$ cat src/rtl/io_pkg.sv
// io_pkg: geometry constants, FSM states and clamp helper for the pixel-stamping sequencer
package io_pkg;
  localparam int BRUSH_W    = 10;
  localparam int BRUSH_H    = 14;
  localparam int CANVAS_X0  = 89;
  localparam int CANVAS_Y0  = 33;
  localparam int CANVAS_W   = 140;
  localparam int CANVAS_H   = 196;
  localparam int COLOUR_W   = 3;
  localparam int BRUSH_PIX  = BRUSH_W * BRUSH_H;
  localparam int CANVAS_PIX = CANVAS_W * CANVAS_H;
  localparam int X_MAX      = CANVAS_X0 + CANVAS_W - BRUSH_W;
  localparam int Y_MAX      = CANVAS_Y0 + CANVAS_H - BRUSH_H;
  localparam int CNT_W      = 15;

  typedef enum logic [2:0] {IDLE, CLEAR, DRAW, ERASE, DONE} state_t;

  function automatic logic [7:0] clamp8(input logic [7:0] v, input int lo, input int hi);
    return (int'(v) < lo) ? 8'(lo) : (int'(v) > hi) ? 8'(hi) : v;
  endfunction
endpackage

$ cat src/rtl/io_if.sv
// io_if: request inputs and datapath/framebuffer controls of the stamping sequencer
interface io_if;
  import io_pkg::*;
  logic                draw_req;
  logic                erase_req;
  logic [7:0]          x_req;
  logic [7:0]          y_req;
  logic [COLOUR_W-1:0] draw_colour;
  logic                dp_count_reset;
  logic                dp_draw;
  logic                dp_erase;
  logic [7:0]          dp_x;
  logic [7:0]          dp_y;
  logic                plot;
  logic [COLOUR_W-1:0] colour;
  logic                busy;
  logic                done;
  modport slave (
    input  draw_req, erase_req, x_req, y_req, draw_colour,
    output dp_count_reset, dp_draw, dp_erase, dp_x, dp_y, plot, colour, busy, done
  );
  modport master (
    output draw_req, erase_req, x_req, y_req, draw_colour,
    input  dp_count_reset, dp_draw, dp_erase, dp_x, dp_y, plot, colour, busy, done
  );
endinterface

$ cat src/rtl/io_req_latch.sv
// io_req_latch: pending draw slot (latest wins, clamped) and merged pending erase flag
module io_req_latch
  import io_pkg::*;
(
  input  logic                clock,
  input  logic                reset,
  input  logic                draw_req,
  input  logic                erase_req,
  input  logic [7:0]          x_req,
  input  logic [7:0]          y_req,
  input  logic [COLOUR_W-1:0] draw_colour,
  input  logic                pop_draw,
  input  logic                pop_erase,
  input  logic                erase_busy,
  output logic                draw_pend,
  output logic                erase_pend,
  output logic [7:0]          pend_x,
  output logic [7:0]          pend_y,
  output logic [COLOUR_W-1:0] pend_colour
);
  logic                d_q, e_q;
  logic [7:0]          x_q, y_q, x_c, y_c;
  logic [COLOUR_W-1:0] c_q;
  assign x_c = clamp8(x_req, CANVAS_X0, X_MAX);
  assign y_c = clamp8(y_req, CANVAS_Y0, Y_MAX);
  // arriving pulses are visible the same cycle so an idle sequencer can start at once
  assign draw_pend   = draw_req | d_q;
  assign erase_pend  = (erase_req & ~erase_busy) | e_q;
  assign pend_x      = draw_req ? x_c : x_q;
  assign pend_y      = draw_req ? y_c : y_q;
  assign pend_colour = draw_req ? draw_colour : c_q;
  always_ff @(posedge clock or posedge reset) begin
    if (reset) begin
      d_q <= 1'b0;
      e_q <= 1'b0;
      x_q <= 8'(CANVAS_X0);
      y_q <= 8'(CANVAS_Y0);
      c_q <= '0;
    end else begin
      d_q <= draw_pend & ~pop_draw;
      e_q <= erase_pend & ~pop_erase;
      if (draw_req) begin
        x_q <= x_c;
        y_q <= y_c;
        c_q <= draw_colour;
      end
    end
  end
endmodule

$ cat src/rtl/io_control.sv
// io_control: arbitrates stamp/clear requests and sequences the pixel datapath and framebuffer strobe
module io_control
  import io_pkg::*;
(
  input logic clock,
  input logic reset,
  io_if.slave bus
);
  state_t              state, state_n;
  logic [CNT_W-1:0]    cnt;
  logic                op_erase, cr_q, start, last, pop_draw, pop_erase, erase_busy;
  logic                draw_pend, erase_pend;
  logic [7:0]          x_q, y_q, pend_x, pend_y;
  logic [COLOUR_W-1:0] col_q, pend_colour;

  io_req_latch u_latch (
    .clock       (clock),
    .reset       (reset),
    .draw_req    (bus.draw_req),
    .erase_req   (bus.erase_req),
    .x_req       (bus.x_req),
    .y_req       (bus.y_req),
    .draw_colour (bus.draw_colour),
    .pop_draw    (pop_draw),
    .pop_erase   (pop_erase),
    .erase_busy  (erase_busy),
    .draw_pend   (draw_pend),
    .erase_pend  (erase_pend),
    .pend_x      (pend_x),
    .pend_y      (pend_y),
    .pend_colour (pend_colour)
  );

  assign start = (state == IDLE || state == DONE) && (draw_pend || erase_pend);
  assign last  = (state == DRAW && cnt == CNT_W'(BRUSH_PIX - 1)) ||
                 (state == ERASE && cnt == CNT_W'(CANVAS_PIX - 1));

  always_comb begin
    state_n    = IDLE;
    pop_erase  = start && erase_pend;
    pop_draw   = start && !erase_pend;
    erase_busy = (state == CLEAR && op_erase) || state == ERASE;
    case (state)
      IDLE, DONE:  state_n = start ? CLEAR : IDLE;
      CLEAR:       state_n = op_erase ? ERASE : DRAW;
      DRAW, ERASE: state_n = last ? DONE : state;
      default:     state_n = IDLE;
    endcase
  end

  always_ff @(posedge clock or posedge reset) begin
    if (reset) begin
      state    <= IDLE;
      cnt      <= '0;
      op_erase <= 1'b0;
      cr_q     <= 1'b0;
      x_q      <= 8'(CANVAS_X0);
      y_q      <= 8'(CANVAS_Y0);
      col_q    <= '0;
    end else begin
      state <= state_n;
      cnt   <= (state_n == state && (state == DRAW || state == ERASE)) ? cnt + 1'b1 : '0;
      // counters are cleared only during the one-cycle CLEAR step
      cr_q  <= state_n != CLEAR;
      if (start) begin
        op_erase <= erase_pend;
        x_q      <= erase_pend ? 8'(CANVAS_X0) : pend_x;
        y_q      <= erase_pend ? 8'(CANVAS_Y0) : pend_y;
        col_q    <= pend_colour;
      end
    end
  end

  assign bus.dp_count_reset = cr_q;
  assign bus.dp_draw        = state == DRAW;
  assign bus.dp_erase       = state == ERASE;
  assign bus.plot           = state == DRAW || state == ERASE;
  assign bus.colour         = state == DRAW ? col_q : '0;
  assign bus.busy           = state != IDLE;
  assign bus.done           = state == DONE;
  assign bus.dp_x           = x_q;
  assign bus.dp_y           = y_q;
endmodule

$ cat src/flat_wrapper.sv
// flat-port wrapper written by rule: the top's interface ports become plain ports
module io_control_flat import io_pkg::*;
  (clock, reset, bus_draw_req, bus_erase_req, bus_x_req, bus_y_req, bus_draw_colour, bus_dp_count_reset, bus_dp_draw, bus_dp_erase, bus_dp_x, bus_dp_y, bus_plot, bus_colour, bus_busy, bus_done);
  io_if bus_i ();
  input logic clock;
  input logic reset;
  input wire logic [$bits(bus_i.draw_req)-1:0] bus_draw_req;
  input wire logic [$bits(bus_i.erase_req)-1:0] bus_erase_req;
  input wire logic [$bits(bus_i.x_req)-1:0] bus_x_req;
  input wire logic [$bits(bus_i.y_req)-1:0] bus_y_req;
  input wire logic [$bits(bus_i.draw_colour)-1:0] bus_draw_colour;
  output wire logic [$bits(bus_i.dp_count_reset)-1:0] bus_dp_count_reset;
  output wire logic [$bits(bus_i.dp_draw)-1:0] bus_dp_draw;
  output wire logic [$bits(bus_i.dp_erase)-1:0] bus_dp_erase;
  output wire logic [$bits(bus_i.dp_x)-1:0] bus_dp_x;
  output wire logic [$bits(bus_i.dp_y)-1:0] bus_dp_y;
  output wire logic [$bits(bus_i.plot)-1:0] bus_plot;
  output wire logic [$bits(bus_i.colour)-1:0] bus_colour;
  output wire logic [$bits(bus_i.busy)-1:0] bus_busy;
  output wire logic [$bits(bus_i.done)-1:0] bus_done;
  assign bus_i.draw_req = bus_draw_req;
  assign bus_i.erase_req = bus_erase_req;
  assign bus_i.x_req = bus_x_req;
  assign bus_i.y_req = bus_y_req;
  assign bus_i.draw_colour = bus_draw_colour;
  assign bus_dp_count_reset = bus_i.dp_count_reset;
  assign bus_dp_draw = bus_i.dp_draw;
  assign bus_dp_erase = bus_i.dp_erase;
  assign bus_dp_x = bus_i.dp_x;
  assign bus_dp_y = bus_i.dp_y;
  assign bus_plot = bus_i.plot;
  assign bus_colour = bus_i.colour;
  assign bus_busy = bus_i.busy;
  assign bus_done = bus_i.done;
  io_control u_core (.clock(clock), .reset(reset), .bus(bus_i));
endmodule
$ cat config.mk
export PLATFORM = sky130hd
export DESIGN_NAME = io_control_flat
export DESIGN_NICKNAME = d
export VERILOG_FILES = /design/src/rtl/io_pkg.sv /design/src/rtl/io_if.sv /design/src/rtl/io_req_latch.sv /design/src/rtl/io_control.sv /design/src/flat_wrapper.sv
export SDC_FILE = /design/constraint.sdc
export NUM_CORES = 1
export LEC_CHECK = 0
export ABC_AREA = 1
export CORE_MARGIN = 2
export CORE_UTILIZATION = 65
export CTS_BUF_LIST = sky130_fd_sc_hd__clkbuf_4 sky130_fd_sc_hd__clkbuf_8
export CTS_CLUSTER_SIZE = 40
export DETAILED_ROUTE_END_ITERATION = 10
export DONT_BUFFER_PORTS = 1
export PLACE_DENSITY = 0.82
export SETUP_SLACK_MARGIN = 0.05
export SLEW_MARGIN = 20
export SYNTH_ARGS = -nofsm -noshare
export SYNTH_HDL_FRONTEND = slang
export SYNTH_SLANG_ARGS = --single-unit
$ cat constraint.sdc
create_clock -name clock -period 4.17 [get_ports clock]
set_clock_uncertainty 0.2 [all_clocks]
set_input_delay 0.417 -clock clock [delete_from_list [all_inputs] [get_ports clock]]
set_output_delay 0.417 -clock clock [all_outputs]
set_load 0.01 [all_outputs]
==> flow_summary.ini, run 1 <==
[status]
status = completed

[floorplan]
start_util_pct = 68.2
core_sq_um = 4380
ios = 48
die_x_microns = 71.8
dieArea_sq_um = 5160
row_count = 24
chipHeight_microns = 71.8

[timing]
min_period_ns = 2.04
setup_viol = 0
slew_violations = 0
tns_ns = 0
fmax_mhz = 491
rsz0062_at_grt = no
slew_headroom_pct = 55.0
fin_crit_sh_pct = 48.9
tightest_slew_ns = 0.674
hold_violations = 0

[clocking]
cts_resized = 0
worst_skew_pair.late_latency_ns = 0.34
cts_made_buffers = 9
cts_setup_buffers = 0
h-tree-depth = 3
cts.path.max_buffers = 2
ctsHoldBuffers = 1
clkSinkCount = 60
clk_pin_slew_ns = 0.07
cts_tree = yes
clockRootBuffer = clkbuf_8

[global_route]
grt_pass1_vias = 2357
grt_pass1_wl_microns = 10500
grt-ovfl-total = 0
grt_max_degree = 34
grt_antenna_before_repair = 0
grt_usage_pct = 26.6

[setup_path]
crit_type = flip-flop to primary output
arrival_ns = 1.42
worstReg2RegEnd = u_core.cnt[13]
worstReg2RegStart = u_core.cnt[0]
cp_max_fo = 6
rrSetupSlack_ns = 2.20
r2r_cells = 8
cp-end-kind = primary output
cp.required_ns = 3.55
start_kind = flip-flop

[placed_design]
place_area_sq_um = 3010
dpl.hpwl_microns = 4360
dp.cells = 422
io_buffers = 0
place.gp.congestion = 0.825

[drt]
drt_wl_total_microns = 6190
ant_nets = 0
wl_per_cell_microns = 14.1
drtIter0Drc = 115
drt_pass1_iterations = 4
drcViolationCount = 0
vias = 2360
vias_per_cell = 5.38

[synth]
yosys.cell_types.count = 31
synth_compound_area_share_pct = 3.43
synth_most_common_cell = nand2_1
yosys_warnings = 0
synthXorXnorAreaFrac_pct = 3.81
yosysTopAreaCellShare_pct = 40.2
synth_top_family_by_area = simple AND/OR/NAND/NOR gates
synthesis.nets = 400
synth_adder_area_share_pct = 0.418
avgSynthCellArea_sq_um = 7.95
synthMuxAreaShare_pct = 0
post-synth-top-area-cell = dfrtp_1
synth_area_sq_um = 2990
ys_seq_area_share_pct = 50.7
synth_edf_count = 0
synth_seq_cells = 60
synth_ff_type = dfrtp_1
synth_simple_gate_area_share_pct = 33.3
synth.area.top_cells = dfrtp_1 (40%), nand2_1 (15%), dfstp_2 (11%)
synthCells = 376
ys_top_cells_by_count = nand2_1 (119), nor2_1 (50), dfrtp_1 (48), inv_1 (48), nand3_1 (20)
async_flop_share_pct = 100

[final_layout]
syn_to_final_growth_pct = 8.45
layout-drive-gt1-share_pct = 13.7
fin_nets = 406
final_util_pct = 74.0
regArea_sq_um = 1520
fillers = 319
final_cells = 439
diodes = 0
fin_area_sq_um = 3240
multi_input_area_sq_um = 1230

[run]
drv_cap = 0

[worst_hold_path]
min_path_cells = 2
holdPathEnd = u_core.u_latch.c_q[2]
hp-class = primary input to flip-flop
hold_start = bus_draw_req

[power_and_ir_drop]
p_leak_uw = 0.00167
ir_drop_v = 0.000320
p_per_area_nw_per_um2 = 385
==> power by group <==
| part | switching (uW) | internal (uW) | leakage [uW] |
|---|---|---|---|
| sequential | 4.42 | 604 | 0.000729 |
| combinational | 43.7 | 19.0 | 0.000824 |
| clock | 222 | 356 | 0.000116 |
==> worst max path at each step <==
stage	from	to	slack [ns]	cells after the start
2_1_floorplan	reset	u_core.bus.dp_count_reset	2.09	1
3_3_place_gp	u_core.cnt[0]	u_core.cnt[13]	2.36	8
3_5_place_dp	u_core.cnt[0]	u_core.cnt[13]	2.24	8
4_1_cts	u_core.state[0]	bus_busy	2.13	2
5_1_grt	u_core.state[0]	bus_busy	2.05	2
6_report	u_core.state[0]	bus_busy	2.13	2
==> worst max-delay path, stage by stage, from the launching register on <==
cell	delay, ns
dfrtp_1	0.45
nor2_1	0.43
nand2_1	0.20
==> state kept, by name, summed over array words and instances (netlist names) <==
name,count
u_core.op_erase,1
u_core.u_latch.c_q,3
u_core.u_latch.d_q,1
u_core.u_latch.e_q,1
u_core.bus.dp_count_reset,1
u_core.u_latch.x_q,8
u_core.bus.dp_x,8
u_core.u_latch.y_q,8
u_core.state,3
u_core.bus.dp_y,8
u_core.col_q,3
u_core.cnt,15
==> cells by family (layout without fill, tap and decap cells) <==
| group | after synthesis | in the layout |
|---|---|---|
| XOR/XNOR | 13 | 13 |
| buffers and inverters | 59 | 70 |
| flip-flops | 60 | 60 |
| AND/OR/NAND/NOR | 223 | 223 |
| AO/OA/AOI/OAI | 20 | 20 |
| adder cells (fa/ha/maj) | 1 | 1 |
==> per-stage QoR <==
stage,worst slack [ns],hold slack [ns],power (uW)
floorplan,2.09,0.234,668
finish,2.13,0.0168,1250
global placement,2.36,0.185,677
detailed placement,2.24,0.187,681
CTS,2.13,0.0105,1250
global route,2.05,0.0239,1290
==> cell type report <==
cell class,instances,area share (%)
Inverter,52,6.10
Tap cell,52,2.01
Sequential cell,60,46.8
Clock buffer,11,4.48
Timing Repair Buffer,2,0.540
Clock inverter,5,2.31
Multi-Input combinational cell,257,37.8
==> per-layer routing <==
metal / routed length, microns / track usage [%]
met5: 0 / 0
met1: 2740 / 34.9
met4: 104 / 11.1
met3: 412 / 7.17
met2: 2930 / 41.9
==> cells in the final DEF, fill, tap and decap left out, types with 2 or more instances in the layout <==
cell type / Yosys / routed
nand4_2: 2 / 2
a21oi_1: 14 / 14
dfrtp_1: 48 / 48
inv_1: 48 / 47
xor2_1: 12 / 12
clkinv_2: 0 / 3
dfstp_2: 12 / 12
nand4_1: 4 / 4
o21ai_0: 2 / 2
clkbuf_8: 0 / 10
nand2_4: 2 / 2
nand3b_1: 2 / 2
bufinv_16: 0 / 2
nor2_4: 3 / 3
inv_2: 3 / 4
nor2_1: 50 / 50
nor3_1: 7 / 7
or2_2: 5 / 5
o21ai_1: 3 / 3
nor4_1: 2 / 2
nand3_1: 20 / 20
nand2_2: 3 / 3
nand2_1: 119 / 119
Note: power is estimated with default switching activity, not from simulation.
==> run 2, diff against run 1 <==
- CORE_UTILIZATION: 65 -> 59
- PLACE_DENSITY: 0.82 -> 0.79
- clock period: 4.17 -> 1.83 ns (I/O delays scaled with it)
==> flow_summary.ini, run 2 (synthesis gave the netlist of run 1 again) <==
[global_route]
grt_usage_pct = 25.0
grt-ovfl-total = 0
grt_antenna_before_repair = 0
grt_pass1_wl_microns = 10400
grt_pass1_vias = 2344
grt_max_degree = 37

[clocking]
h-tree-depth = 3
clockRootBuffer = clkbuf_8
cts_made_buffers = 9
cts_tree = yes
cts.path.max_buffers = 2
worst_skew_pair.late_latency_ns = 0.34
clk_pin_slew_ns = 0.07
clkSinkCount = 60

[drt]
top_layer = met4
drt_pass1_iterations = 7
wl_met1_microns = 2980
vias_per_cell = 5.16
drtIter0Drc = 156
ant_nets = 0
vias = 2510
wl_met3_microns = 452
wl_met2_microns = 3200
wl_per_cell_microns = 13.9
drt_wl_total_microns = 6730
drcViolationCount = 0

[run]
drv_cap = 0

[setup_path]
rrSetupSlack_ns = 0.15
start_kind = primary input
worstReg2RegEnd = u_core.bus.dp_x[6]
crit_start = bus_y_req[5]
cp_max_fo = 2
cp-end-kind = flip-flop
crit_type = primary input to flip-flop
worstReg2RegStart = u_core.u_latch.x_q[6]
cp.required_ns = 1.90
r2r_cells = 5
arrival_ns = 1.76

[final_layout]
fin_area_sq_um = 3610
regArea_sq_um = 1520
final_cells = 486
layout-drive-gt1-share_pct = 15.8
final_cell_mix = nand2_1 (118), nor2_1 (50), dfrtp_1 (48)
largest_reg_flops = 15
multi_input_area_sq_um = 1260
fillers = 353
fin_nets = 438
layout_commonest_cell = nand2_1
syn_to_final_growth_pct = 20.6
diodes = 0
largest_register = u_core.cnt

[timing]
min_period_ns = 1.70
setup_viol = 0
fmax_mhz = 590
tightest_slew_ns = 0.555
fin_crit_sh_pct = 92.6
slew_headroom_pct = 62.9
slew_violations = 0
tns_ns = 0
rsz0062_at_grt = no
hold_violations = 0

[status]
status = completed

[power_and_ir_drop]
p_leak_uw = 0.00183
ir_drop_v = 0.000497
p_sw_uw = 640
p_per_area_nw_per_um2 = 780
power_frac_seq_pct = 49.3
pwr-share-comb_pct = 6.9
pwr-share-clk_pct = 43.8
netSwitchingFraction_pct = 22.8
p_int_uw = 2170

[placed_design]
dpl.hpwl_microns = 4310
place_area_sq_um = 3120
dp.cells = 445
place.gp.congestion = 0.898
io_buffers = 0

[floorplan]
core_sq_um = 4820
dieArea_sq_um = 5650
ios = 48
chipHeight_microns = 75.2
row_count = 25
die_x_microns = 75.2
start_util_pct = 62.1

[worst_hold_path]
hp-class = primary input to flip-flop
min_path_cells = 6
hold_start = bus_x_req[7]
holdPathEnd = u_core.u_latch.x_q[4]
[run 2: per-layer routing]
| metal | vias to the layer above | track usage (%) |
|---|---|---|
| met1 | 1155 | 34.1 |
| met3 | 13 | 6.96 |
| met2 | 103 | 38.8 |
| li1 | 1239 | - |
| met5 | - | 0 |
| met4 | 0 | 8.97 |
[run 2: stage by stage]
| step | total power (uW) | hold slack [ns] | util, % | worst slack (ns) |
|---|---|---|---|---|
| final | 2810 | 0.0197 | 74.9 | 0.135 |
| after global routing | 2910 | 0.0722 | 74.9 | 0.0531 |
| after global placement | 1550 | -0.0695 | 64.8 | 0.160 |
| after detailed placement | 1550 | -0.0671 | 64.8 | 0.0406 |
| after CTS | 2820 | 0.0146 | 74.2 | 0.0575 |
| after floorplan | 1520 | 0.0845 | - | 0.131 |
[run 2: repair_timing]
item	4_1_cts	5_1_grt
setup buffers	0	1
endpoints found under the hold margin	90	0
gates cloned	0	1
hold buffers	24	0
resized for setup	1	6
setup endpoints to repair	2	31
pin swaps	0	1
[run 2: area by class of cell]
cell class / instances / share of cell area [%]
timing repair buffer: 33 / 9.23
tap: 67 / 2.32
clock inverter: 4 / 1.35
sequential: 60 / 42.0
inverter: 52 / 5.65
clock buffer: 12 / 4.41
multi-input combinational: 258 / 35.0
[run 2: power by group through the flow]
stage | Sequential, uW | Combinational [uW] | Clock, uW
3_3_place_gp | 1410 | 141 | 0
6_report | 1390 | 194 | 1230
4_1_cts | 1390 | 191 | 1240
3_5_place_dp | 1410 | 144 | 0
5_1_grt | 1390 | 222 | 1300
2_1_floorplan | 1410 | 115 | 0
[run 2: worst max-delay path by stage]
stage | slack [ns] | to | cells after the start
after CTS | 0.06 | u_core.bus.dp_x[4] | 8
final | 0.13 | u_core.bus.dp_y[5] | 8
after floorplan | 0.13 | u_core.state[1] | 9
after global placement | 0.16 | u_core.cnt[13] | 8
after detailed placement | 0.04 | u_core.cnt[8] | 8
after global routing | 0.05 | u_core.cnt[8] | 8
[run 2: critical path, cell delays in order]
cell           delay (ns)
dlygate4sd3_1        0.54
a21oi_1              0.14
dlygate4sd3_1        0.57
nand2_1              0.07
nand2_1              0.08
nand2_1              0.05
nand2_1              0.07
nand2_1              0.05
